--- config.mk ---
export PLATFORM = sky130hd
export DESIGN_NAME = pix_mem_arbiter
export DESIGN_NICKNAME = d
export VERILOG_FILES = /design/src/rtl/pix_mem_arbiter_pkg.sv /design/src/rtl/pix_mem_arbiter_addr_gen.sv /design/src/rtl/pix_mem_arbiter.sv
export SDC_FILE = /design/constraint.sdc
export NUM_CORES = 1
export LEC_CHECK = 0
export CELL_PAD_IN_SITES_DETAIL_PLACEMENT = 0
export CELL_PAD_IN_SITES_GLOBAL_PLACEMENT = 2
export CORE_MARGIN = 2
export CORE_UTILIZATION = 13
export CTS_BUF_LIST = sky130_fd_sc_hd__clkbuf_4 sky130_fd_sc_hd__clkbuf_8
export DETAILED_ROUTE_END_ITERATION = 8
export PLACE_DENSITY = 0.84
export RECOVER_POWER = 50
export SKIP_LAST_GASP = 1
export SYNTH_ARGS = -nofsm -noshare
export SYNTH_HDL_FRONTEND = slang
export SYNTH_SLANG_ARGS = --single-unit
--- constraint.sdc ---
create_clock -name sclk -period 2.6 [get_ports sclk]
set_input_delay 0.26 -clock sclk [delete_from_list [all_inputs] [get_ports sclk]]
set_output_delay 0.26 -clock sclk [all_outputs]
set_load 0.05 [all_outputs]
--- src/rtl/pix_mem_arbiter_pkg.sv ---
// Shared types and constants for the pixel memory arbiter and its VGA timing source.
// Holds the owner encoding, default image size and the standard VGA timing numbers.
package pix_mem_arbiter_pkg;

    typedef enum logic [1:0] {
        OWN_NONE = 2'd0,
        OWN_VGA  = 2'd1,
        OWN_FLT  = 2'd2
    } owner_t;

    localparam int IMG_W_DEF = 640;
    localparam int IMG_H_DEF = 480;

    // 640x480 @ 60 Hz
    localparam int H640_ACTIVE = 640;
    localparam int H640_FP     = 16;
    localparam int H640_SYNC   = 96;
    localparam int H640_BP     = 48;
    localparam int H640_TOTAL  = 800;
    localparam int V640_ACTIVE = 480;
    localparam int V640_FP     = 10;
    localparam int V640_SYNC   = 2;
    localparam int V640_BP     = 33;
    localparam int V640_TOTAL  = 525;

    // 800x600 @ 60 Hz
    localparam int H800_ACTIVE = 800;
    localparam int H800_FP     = 40;
    localparam int H800_SYNC   = 128;
    localparam int H800_BP     = 88;
    localparam int H800_TOTAL  = 1056;
    localparam int V800_ACTIVE = 600;
    localparam int V800_FP     = 1;
    localparam int V800_SYNC   = 4;
    localparam int V800_BP     = 23;
    localparam int V800_TOTAL  = 628;

endpackage

--- src/rtl/pix_mem_arbiter_addr_gen.sv ---
// Combinational linear pixel address y*IMG_W+x, built as a shift-add over the set bits of IMG_W.
// Zero latency, no flow control.
module pix_addr_gen #(
    parameter int IMG_W = 640,
    parameter int AW    = 19
) (
    input  logic [9:0]    x_pix,
    input  logic [9:0]    y_pix,
    output logic [AW-1:0] addr
);

    // IMG_W is elaboration-time constant, so each term is a fixed shift of y.
    always_comb begin
        addr = AW'(x_pix);
        for (int i = 0; i < 31; i++) begin
            if (IMG_W[i]) begin
                addr = addr + (AW'(y_pix) << i);
            end
        end
    end

endmodule

--- src/rtl/pix_mem_arbiter.sv ---
// Single-port pixel memory arbiter: VGA scan-out always wins in-image, filter gets blanking cycles.
// Grant is combinational, read data returns 1 cycle after issue; filter holds its request until granted.
module pix_mem_arbiter
    import pix_mem_arbiter_pkg::*;
#(
    parameter int IMG_W = IMG_W_DEF,
    parameter int IMG_H = IMG_H_DEF,
    parameter int DW    = 8,
    parameter int AW    = 19
) (
    input  logic          sclk,
    input  logic          rst,
    input  logic          video_on,
    input  logic [9:0]    x_pix,
    input  logic [9:0]    y_pix,
    output logic [DW-1:0] vga_rdata,
    output logic          vga_valid,
    input  logic          flt_req,
    input  logic          flt_we,
    input  logic [AW-1:0] flt_addr,
    input  logic [DW-1:0] flt_wdata,
    output logic          flt_gnt,
    output logic [DW-1:0] flt_rdata,
    output logic          flt_rvalid,
    output logic          mem_en,
    output logic          mem_we,
    output logic [AW-1:0] mem_addr,
    output logic [DW-1:0] mem_wdata,
    input  logic [DW-1:0] mem_rdata
);

    localparam logic [31:0] IMG_W_U = 32'(IMG_W);
    localparam logic [31:0] IMG_H_U = 32'(IMG_H);

    owner_t        owner_q, owner_d;
    logic          flt_rd_q, flt_rd_d;
    logic          blank_q, blank_d;
    logic          in_image;
    logic [AW-1:0] pix_addr;

    pix_addr_gen #(
        .IMG_W (IMG_W),
        .AW    (AW)
    ) u_addr_gen (
        .x_pix (x_pix),
        .y_pix (y_pix),
        .addr  (pix_addr)
    );

    assign in_image = video_on && (32'(x_pix) < IMG_W_U) && (32'(y_pix) < IMG_H_U);

    always_ff @(posedge sclk or posedge rst) begin
        if (rst) begin
            owner_q  <= OWN_NONE;
            flt_rd_q <= 1'b0;
            blank_q  <= 1'b0;
        end else begin
            owner_q  <= owner_d;
            flt_rd_q <= flt_rd_d;
            blank_q  <= blank_d;
        end
    end

    // Memory ports are gated by rst so nothing is issued while reset is held.
    always_comb begin
        owner_d   = OWN_NONE;
        flt_rd_d  = 1'b0;
        blank_d   = 1'b0;
        mem_en    = 1'b0;
        mem_we    = 1'b0;
        mem_addr  = flt_addr;
        mem_wdata = flt_wdata;
        flt_gnt   = 1'b0;
        if (!rst) begin
            if (in_image) begin
                mem_en   = 1'b1;
                mem_addr = pix_addr;
                owner_d  = OWN_VGA;
            end else begin
                blank_d = video_on;
                if (flt_req) begin
                    flt_gnt  = 1'b1;
                    mem_en   = 1'b1;
                    mem_we   = flt_we;
                    owner_d  = OWN_FLT;
                    flt_rd_d = !flt_we;
                end
            end
        end
    end

    // Blank pixels inside video_on still produce a (black) display sample.
    assign vga_valid  = (owner_q == OWN_VGA) || blank_q;
    assign vga_rdata  = (owner_q == OWN_VGA) ? mem_rdata : '0;
    assign flt_rvalid = (owner_q == OWN_FLT) && flt_rd_q;
    assign flt_rdata  = flt_rvalid ? mem_rdata : '0;

endmodule

After elaboration in Yosys (flattened, before gate mapping). Cells that the tools add are included.

Flip-flop bits (word level): 4. Bits of input ports: 60.

Add/sub/neg operators: 2. Order comparisons: 2. Equality and inequality tests: 2. Mux-type cells: 20. Reductions and logical operators: 5.

Operator list (number): $mux W19 (2); $add A18 B19 Y19 (1); $add A10 B17 Y18 (1); $mux W8 (2); $mux W1 (13); $lt A10 B10 Y1 const B (1); $lt A10 B9 Y1 const B (1); $mux W2 (3); $logic_and A1 B1 Y1 (3); $eq A2 B1 Y1 const B (1); $eq A2 B2 Y1 const B (1); $logic_not A1 Y1 (1); $logic_or A1 B1 Y1 (1).

Longest topological paths before layout. Gate-level depths: netlist of run 1.

Depth after elaboration: 5. Depth in mapped cells: 9.

Modules after synthesis. Synthesis of run 1 repeated with hierarchy kept, for this count alone.

Cells, all modules: 139. Area total of the unflattened synthesis: 1333.8 sq um.

Modules (own cells, without submodules): pix_mem_arbiter (instances 1, cells an instance 66, area an instance 686.9 sq um); pix_addr_gen (instances 1, cells an instance 73, area an instance 646.9 sq um).

Least setup slack after synthesis of run 1. No wires, ideal clock.

Kind: input to output. From: input x_pix[9]. To: output mem_addr[14]. Arrival time: 3.027 ns. Setup slack: -0.687 ns. Stages: 9. Buffers on the path: 0. Path through: inv_1 fa_1 inv_1 fa_1 a211oi_2 o21bai_1 a21oi_1 xor2_1 o21ai_0.

Cells in the longest elaborated chain, start to end: 5. Elaborated cells between the ends (all ways): 7.

Ends and longest elaborated chain: from (decl) (RTL line pix_mem_arbiter.sv:14) `input logic [9:0] x_pix,`; branches (longest 3 deep; another with $add A18 B19 Y19); $mux W19 * (RTL line pix_mem_arbiter.sv:75) `if (in_image) begin`; $mux W19 * (RTL line pix_mem_arbiter.sv:74) `if (!rst) begin`; to (decl) (RTL line pix_mem_arbiter.sv:27) `output logic [AW-1:0] mem_addr,`.

Mark *: on every way between the ends.

Worst setup path after layout of run 1.
From: input y_pix[2]. To: output mem_addr[17].

Cells in the longest elaborated chain, start to end: 4. Elaborated cells between the ends (all ways): 6.

Ends and longest elaborated chain: from (decl) (RTL line pix_mem_arbiter.sv:15) `input logic [9:0] y_pix,`; $add A10 B17 Y18 / $lt A10 B9 Y1 (equally long branches) (RTL line pix_mem_arbiter_addr_gen.sv:17, pix_mem_arbiter.sv:50); $add A18 B19 Y19 / $logic_and A1 B1 Y1 (equally long branches) (RTL line pix_mem_arbiter_addr_gen.sv:17, pix_mem_arbiter.sv:50); $mux W19 * (RTL line pix_mem_arbiter.sv:75); $mux W19 * (RTL line pix_mem_arbiter.sv:74).

Mark *: on every way between the ends. The rest lies on a longest branch, timed or not.

==> results.md, run 1 <==
* H-Tree Depth at 1
* Most frequent cells in the layout: clkdlybuf4s50_1, nand2_1, buf_4
* Die Span Y at 96.9 µm
* Mean Syn Cell Area at around 7 µm²
* Ant. Diodes at 0
* Failing checks: negative setup slack
* Clock tree buffer depth at 2
* DRC viols at 0
* Setup-violating endpoint count in the final report at 1
* CTS tree: done
* Worst slew pin tran at 0.605 ns
* Max Cap Violations at 0
* Commonest non-fill, non-tap cell in the layout: clkdlybuf4s50_1
* Crit Path Max Fanout at 3
* Largest family of logic cells by synthesized area: simple AND/OR/NAND/NOR gates
* Kind of critical path: input pin to output pin
* Synthesis-stage register bit count at 4
* Initial core utilization at a little over an eighth
* Syn Nets at between 200 and 250
* Worst vdd ir at 0.115 mV
* Grt ovf at 0
* Pwr dens at 300 nW/µm²
* Fin area at 2770 µm²
* Synth Area in Adders at 24.7%
* Layout cells sized above 1 at 33.8%
* FFs w/ async S/R, synth at between 90% and 100%
* Synth Flop Type: dfrtp_1
* Compound-Gate Fraction of Synth Area at around a fifth
* Yosys Warn Count at 0
* Register Area at 100 µm²
* Req. time, crit path at roughly 2.3 ns
* Die Width at 96.9 µm
* GRT Overall Usage at 9.36%
* First-pass GRT wire length at between 7000 and 8000 µm
* Mapped Cells at 159
* HPWL Detailed at between 3000 and 4000 µm
* Number of I/O pins at around 110
* Fin crit share at 101%
* Seq/Total Area, Yosys at under 10%
* Routed via count at 1489
* Worst slack, placed at -0.607 ns
* Vias in the first global route at around 1.5k
* Overall routed net length at between 4000 and 5000 µm
* Outcome: finished, violations left
* Worst min path class: input pin to async pin
* Crit start category: input pin
* Initial antenna violation count at 0
* Core area at a little over 8000 µm²
* Synth Area in XOR/XNOR at between 3 and 4%
* CTS root buf: clkbuf_8
* WHS at approximately 0.42 ns
* Worst Path Arrival at roughly 2.4 ns
* Routed vias/inst at about 4
* Period minus WS final at approximately 2.6 ns
* Post-Syn Area at 1120 µm²
* Post-synth EDFFs at 0
* Mux contribution to synthesized area at under 10%
* Drt first-iter violations at 18
* Dpl cell area at roughly 2600 µm²
* Fin. Hold Viols at 0
* CTS Sinks at 4
* Layout fillers at about 860
* RSZ-0062 raised after global routing: yes
* Post-DRT Antenna Nets at 0
* Routability cong. at just under 0.9
* Initial DRT Pass Iterations at 3
* Area grow syn2layout at 147%
* Routed WL per cell at 11.8 µm
* Leak at ~1.2 nW
* Area of the multi-input gates at 1140 µm²
* Inserted Clock Buffers at 3
* Simple-Gate Fraction of Synth Area at 31.5%
* Worst-path clk slew at approximately 0.030 ns
* Layout Nets at ~350
* Yosys cell types at 34
* Max Fclk at roughly 380 MHz
* Final Total Pwr at 0.832 mW
* Worst setup margin at -0.0273 ns
* Largest net degree at the start of global routing at 15
* Row cnt at 33
* Die area at 9390 µm²
* Crit. End Element: output pin
* I/O Buffers at a little over 90
* Slew margin rel. at around three fifths
* Fin. max-slew vios at 0
* Finished Core Util at 33.4%
-- final timing paths --
| kind | startpoint | end | slack, ns | cells past startpoint |
|---|---|---|---|---|
| setup / recovery | y_pix[2] | mem_addr[17] | -0.03 | 11 |
| max in group asynchronous | rst | flt_rd_q | 2.00 | 2 |
| hold / removal | rst | owner_q[0] | 0.42 | 2 |
| min in group sclk | flt_wdata[1] | mem_wdata[1] | 0.52 | 0 |
-- per-stage QoR --
step	instances	TNS, ns
finish	374	-0.0273
global route	374	-0.355
CTS	373	-0.150
detailed placement	368	-3.94
global placement	368	-3.92
floorplan	159	-0.291
-- flip-flops by register name (all words and copies together) (netlist names) --
name / flops
flt_rd_q: 1
blank_q: 1
owner_q: 2
-- metal layers --
| layer | track usage, % | vias up | routed length [µm] |
|---|---|---|---|
| li1 | - | 759 | - |
| met1 | 10.1 | 644 | 1770 |
| met2 | 17.6 | 74 | 2240 |
| met3 | 2.17 | 12 | 348 |
| met4 | 3.36 | 0 | 57 |
| met5 | 0 | - | 0 |
-- worst max-delay path, cell delays in order --
cell and delay (ns):
buf_8 0.08, inv_4 0.03, fa_1 0.54, inv_2 0.05, ha_1 0.26, a21o_1 0.17
nand4_1 0.14, a21oi_2 0.09, o31a_1 0.31, o31ai_4 0.27, buf_12 0.17
-- layout make-up --
type | count | area share (%)
repair buffers | 119 | 47.9
well taps | 105 | 4.74
flip-flops and latches | 4 | 3.61
multi-input cells | 135 | 41.0
inverters | 8 | 1.17
clock buffers | 3 | 1.49
-- synthesized netlist by cell type, drive strengths merged (3+ instances only) --
master	number	area (µm²)
a21o	4	31.3
o21ai	9	45.0
xnor2	3	26.3
and2	18	113
nand2	46	173
nand4	3	18.8
inv	8	30.0
ha	19	238
a21oi	8	47.6
buf	12	82.6
dfrtp	4	100
-- cells by family after synthesis --
logic type	after synthesis
mux	1
compound gates	32
simple gates	76
fa+ha+maj	21
xor+xnor	5
flops	4
buf+inv	20
-- what timing repair did --
item / 4_1_cts / 5_1_grt
gates cloned: 0 / 0
buffers inserted: 2 / 2
pin swaps: 18 / 9
resized for setup: 37 / 12
hold buffers: 0 / 0
setup endpoints to repair: 9 / 7
-- where the power goes --
group          total, mW  internal (mW)  switching, mW  leakage [nW]
combinational      0.636          0.332          0.305          1.16
clock              0.129         0.0985         0.0304        0.0216
sequential        0.0665         0.0655        0.00103        0.0535
total              0.832          0.496          0.336          1.24
Note: power is estimated with default switching activity, not from simulation.
==> inputs of run 2 (changes only) <==
CORE_UTILIZATION = 16   (was 13)
SYNTH_HIERARCHICAL = 1   (was unset)
==> results.md, run 2 <==
* Drt first-iter violations at 17 (was 18)
* Simple-Gate Fraction of Synth Area at 20.9% (was 31.5%)
* Worst vdd ir at 0.109 mV (was 0.115 mV)
* Largest net degree at the start of global routing at 12 (was 15)
* Area grow syn2layout at 103% (was 147%)
* Routability cong. at 0.751 (was 0.867)
* Hold bufs inserted after CTS at 0 (unchanged)
* Fin. Hold Viols at 0 (unchanged)
* Yosys Warn Count at 6 (was 0)
* Routed WL per cell at 11.6 µm (was 11.8 µm)
* Grt ovf at 0 (unchanged)
* First-pass GRT wire length at 6300 µm (was 7240 µm)
* Synth Area in XOR/XNOR at 5.91% (was 3.90%)
* Max Fclk at 364 MHz (was 381 MHz)
* Highest routed layer: met4 (unchanged)
* Combinational share of power at 75.8% (was 76.5%)
* Layout Nets at 331 (was 352)
* Slowest stage delay, CP at 0.43 ns (was 0.54 ns)
* Number of I/O pins at 108 (unchanged)
* Inserted Clock Buffers at 3 (unchanged)
* Kind of critical path: input pin to output pin (unchanged)
* WHS at 0.442 ns (was 0.420 ns)
* Crit start category: input pin (unchanged)
* CP top delay family: adder cells (was compound AO/OA/AOI/OAI gates)
* Seq/Total Area, Yosys at 7.50% (was 8.92%)
* Die area at 9080 µm² (was 9390 µm²)
* Worst Path Arrival at 2.48 ns (was 2.37 ns)
* Routed via count at 1368 (was 1489)
* Max Cap Violations at 0 (unchanged)
* CTS Sinks at 4 (unchanged)
* Compound-Gate Fraction of Synth Area at 11.4% (was 19.8%)
* Finished Core Util at 33.2% (was 33.4%)
* Fin. max-slew vios at 0 (unchanged)
* Initial antenna violation count at 0 (unchanged)
* Synth Flop Type: dfrtp_1 (unchanged)
* CTS tree: done (unchanged)
* Most frequent cells in the layout: clkdlybuf4s50_1, buf_4, mux2_4 (was clkdlybuf4s50_1, nand2_1, buf_4)
* Internal power at 0.488 mW (was 0.496 mW)
* Failing checks: negative setup slack (unchanged)
* Worst min path class: input pin to async pin (unchanged)
* DRT met1 WL at 1650 µm (was 1770 µm)
* Post-DRT Antenna Nets at 0 (unchanged)
* Crit path cell chain: clkdlybuf4s50_1 > ha_1 > ha_4 > a21oi_2 > nand2_2 > o31a_1 > o41ai_4 > xnor2_1 > mux2_4 > buf_12 (was buf_8 > inv_4 > fa_1 > inv_2 > ha_1 > a21o_1 > nand4_1 > a21oi_2 > o31a_1 > o31ai_4 > buf_12)
* I/O Buffers at 91 (unchanged)
* Core area at 8130 µm² (was 8300 µm²)
* Mapped Cells at 139 (was 159)
* Outcome: finished, violations left (unchanged)
* Period minus WS final at 2.74 ns (was 2.63 ns)
* Setup-violating endpoint count in the final report at 6 (was 1)
* Power share of the sequential group at 8.2% (was 8.0%)
* CTS root buf: clkbuf_8 (unchanged)
* Top reg by flops: owner_q (unchanged)
* HPWL Detailed at 3560 µm (was 3750 µm)
* Slew margin rel. at 59.3% (was 59.8%)
* Vias in the first global route at 1443 (was 1542)
* DRC viols at 0 (unchanged)
* Worst slew pin tran at 0.614 ns (was 0.605 ns)
* Overall routed net length at 4110 µm (was 4410 µm)
* Crit Path Max Fanout at 4 (was 3)
* Crit path depth at 10 (was 11)
* Leak at 1.25 nW (was 1.24 nW)
* Largest family of logic cells by synthesized area: multiplexers (was simple AND/OR/NAND/NOR gates)
* Row cnt at 33 (unchanged)
* DR WL met3 at 314 µm (was 348 µm)
* Mean Syn Cell Area at 9.60 µm² (was 7.06 µm²)
* Mux contribution to synthesized area at 21.4% (was 1.00%)
* Fin crit share at 106% (was 101%)
* Yosys top cell by area: mux2_4 (was ha_1)
* Top post-synthesis cells by area: mux2_4, ha_1, and2_1, buf_4, dfrtp_1 (was ha_1, nand2_1, and2_1, dfrtp_1, buf_4)
* Post-synth top area share at 21.4% (was 21.2%)
* Synth cell count leaders: ha_1, mux2_4, and2_1 (was nand2_1, ha_1, and2_1)
* Clock power share at 16.0% (was 15.5%)
* RSZ-0062 raised after global routing: yes (unchanged)
* Post-Syn Area at 1330 µm² (was 1120 µm²)
* Sw Pwr at 0.320 mW (was 0.336 mW)
* Syn Nets at 220 (was 240)
* Pwr dens at 299 nW/µm² (was 300 nW/µm²)
* Initial core utilization at 16.4% (was 13.5%)
* Met2 wire length at 2110 µm (was 2240 µm)
* Worst setup margin at -0.144 ns (was -0.0273 ns)
* Worst-path clk slew at 0.03 ns (about the same)
* Layout cells sized above 1 at 45.2% (was 33.8%)
* Req. time, crit path at 2.34 ns (about the same)
* Post-synth EDFFs at 0 (unchanged)
* Sw frac at 39.6% (was 40.4%)
* Initial DRT Pass Iterations at 4 (was 3)
* Routed vias/inst at 3.88 (was 3.98)
* Max reg flops at 2 (unchanged)
* GRT Overall Usage at 8.82% (was 9.36%)
* Ant. Diodes at 0 (unchanged)
* Commonest non-fill, non-tap cell in the layout: clkdlybuf4s50_1 (unchanged)
* Die Span Y at 95.3 µm (was 96.9 µm)
* Top flop regs: owner_q (2), blank_q (1), flt_rd_q (1) (unchanged)
* Yosys cell types at 36 (was 34)
* Layout fillers at 831 (was 857)
* Synth Area in Adders at 20.8% (was 24.7%)
* Synthesis-stage register bit count at 4 (unchanged)
* H-Tree Depth at 1 (unchanged)
* Slowest CP cell: clkdlybuf4s50_1 (was fa_1)
* Crit. End Element: output pin (unchanged)
* Die Width at 95.3 µm (was 96.9 µm)
* FFs w/ async S/R, synth at 100% (unchanged)
* Clock tree buffer depth at 2 (unchanged)
* CP bufs+invs at 2 (was 4)
-- run 2: cell types whose count changed after synthesis, moves of 3 or more --
| cell | change |
|---|---|
| and3_1 | +4 |
| o21ai_0 | -6 |
| xnor2_1 | +3 |
| mux2_4 | +19 |
| buf_4 | +6 |
| nand2_1 | -43 |
| buf_2 | -3 |
-- run 2: metrics by stage --
stage,area [µm²],TNS (ns),worst slack [ns],std cells,total power [mW]
2_1_floorplan,1340,0,0.0542,139,0.419
3_3_place_gp,2510,-4.20,-0.625,347,0.628
3_5_place_dp,2510,-4.75,-0.714,347,0.630
4_1_cts,2680,-0.798,-0.229,351,0.807
5_1_grt,2700,-1.04,-0.216,353,0.863
6_report,2700,-0.527,-0.144,353,0.808
-- run 2: kinds of logic (layout without fill, tap and decap cells) --
group                      count (synthesis)  after routing
xor gates and xnor gates                   9              9
muxes                                     19             19
DFF                                        4              4
buffers and inverters                     24            133
AOI/OAI and AO/OA                         19             19
and+or+nand+nor                           43             43
adders and majority gates                 21             21
-- run 2: layer usage --
layer,vias up,GRT usage (%)
li1,695,-
met1,615,9.68
met2,52,17.2
met3,6,1.42
met4,0,2.54
met5,-,0
-- run 2: worst paths after layout --
kind	startpoint	to	slack (ns)
max	y_pix[9]	mem_addr[18]	-0.14
min	rst	flt_rd_q	0.44
max in group asynchronous	rst	blank_q	1.99
min in group sclk	flt_wdata[0]	mem_wdata[0]	0.52
-- run 2: power by group through the flow --
| stage | sequential [mW] | clock (mW) | combinational, mW |
|---|---|---|---|
| 2_1_floorplan | 0.0669 | 0 | 0.352 |
| 3_3_place_gp | 0.0671 | 0 | 0.561 |
| 3_5_place_dp | 0.0672 | 0 | 0.563 |
| 4_1_cts | 0.0665 | 0.134 | 0.606 |
| 5_1_grt | 0.0668 | 0.136 | 0.660 |
| 6_report | 0.0664 | 0.129 | 0.613 |
-- run 2: what timing repair did --
action	CTS	global route
endpoints found under the setup margin	10	6
resized for setup	41	12
pin swaps	17	7
hold endpoints to repair	0	0
buffers inserted	1	2
-- run 2: final cells by class --
| type | count | area (µm²) | share of cell area, % |
|---|---|---|---|
| Multi-Input combinational cell | 111 | 1240 | 46.1 |
| Timing Repair Buffer | 123 | 1160 | 42.8 |
| Tap cell | 105 | 131 | 4.86 |
| Sequential cell | 4 | 100 | 3.70 |
| Clock buffer | 3 | 41.3 | 1.53 |
| Inverter | 7 | 28.8 | 1.06 |
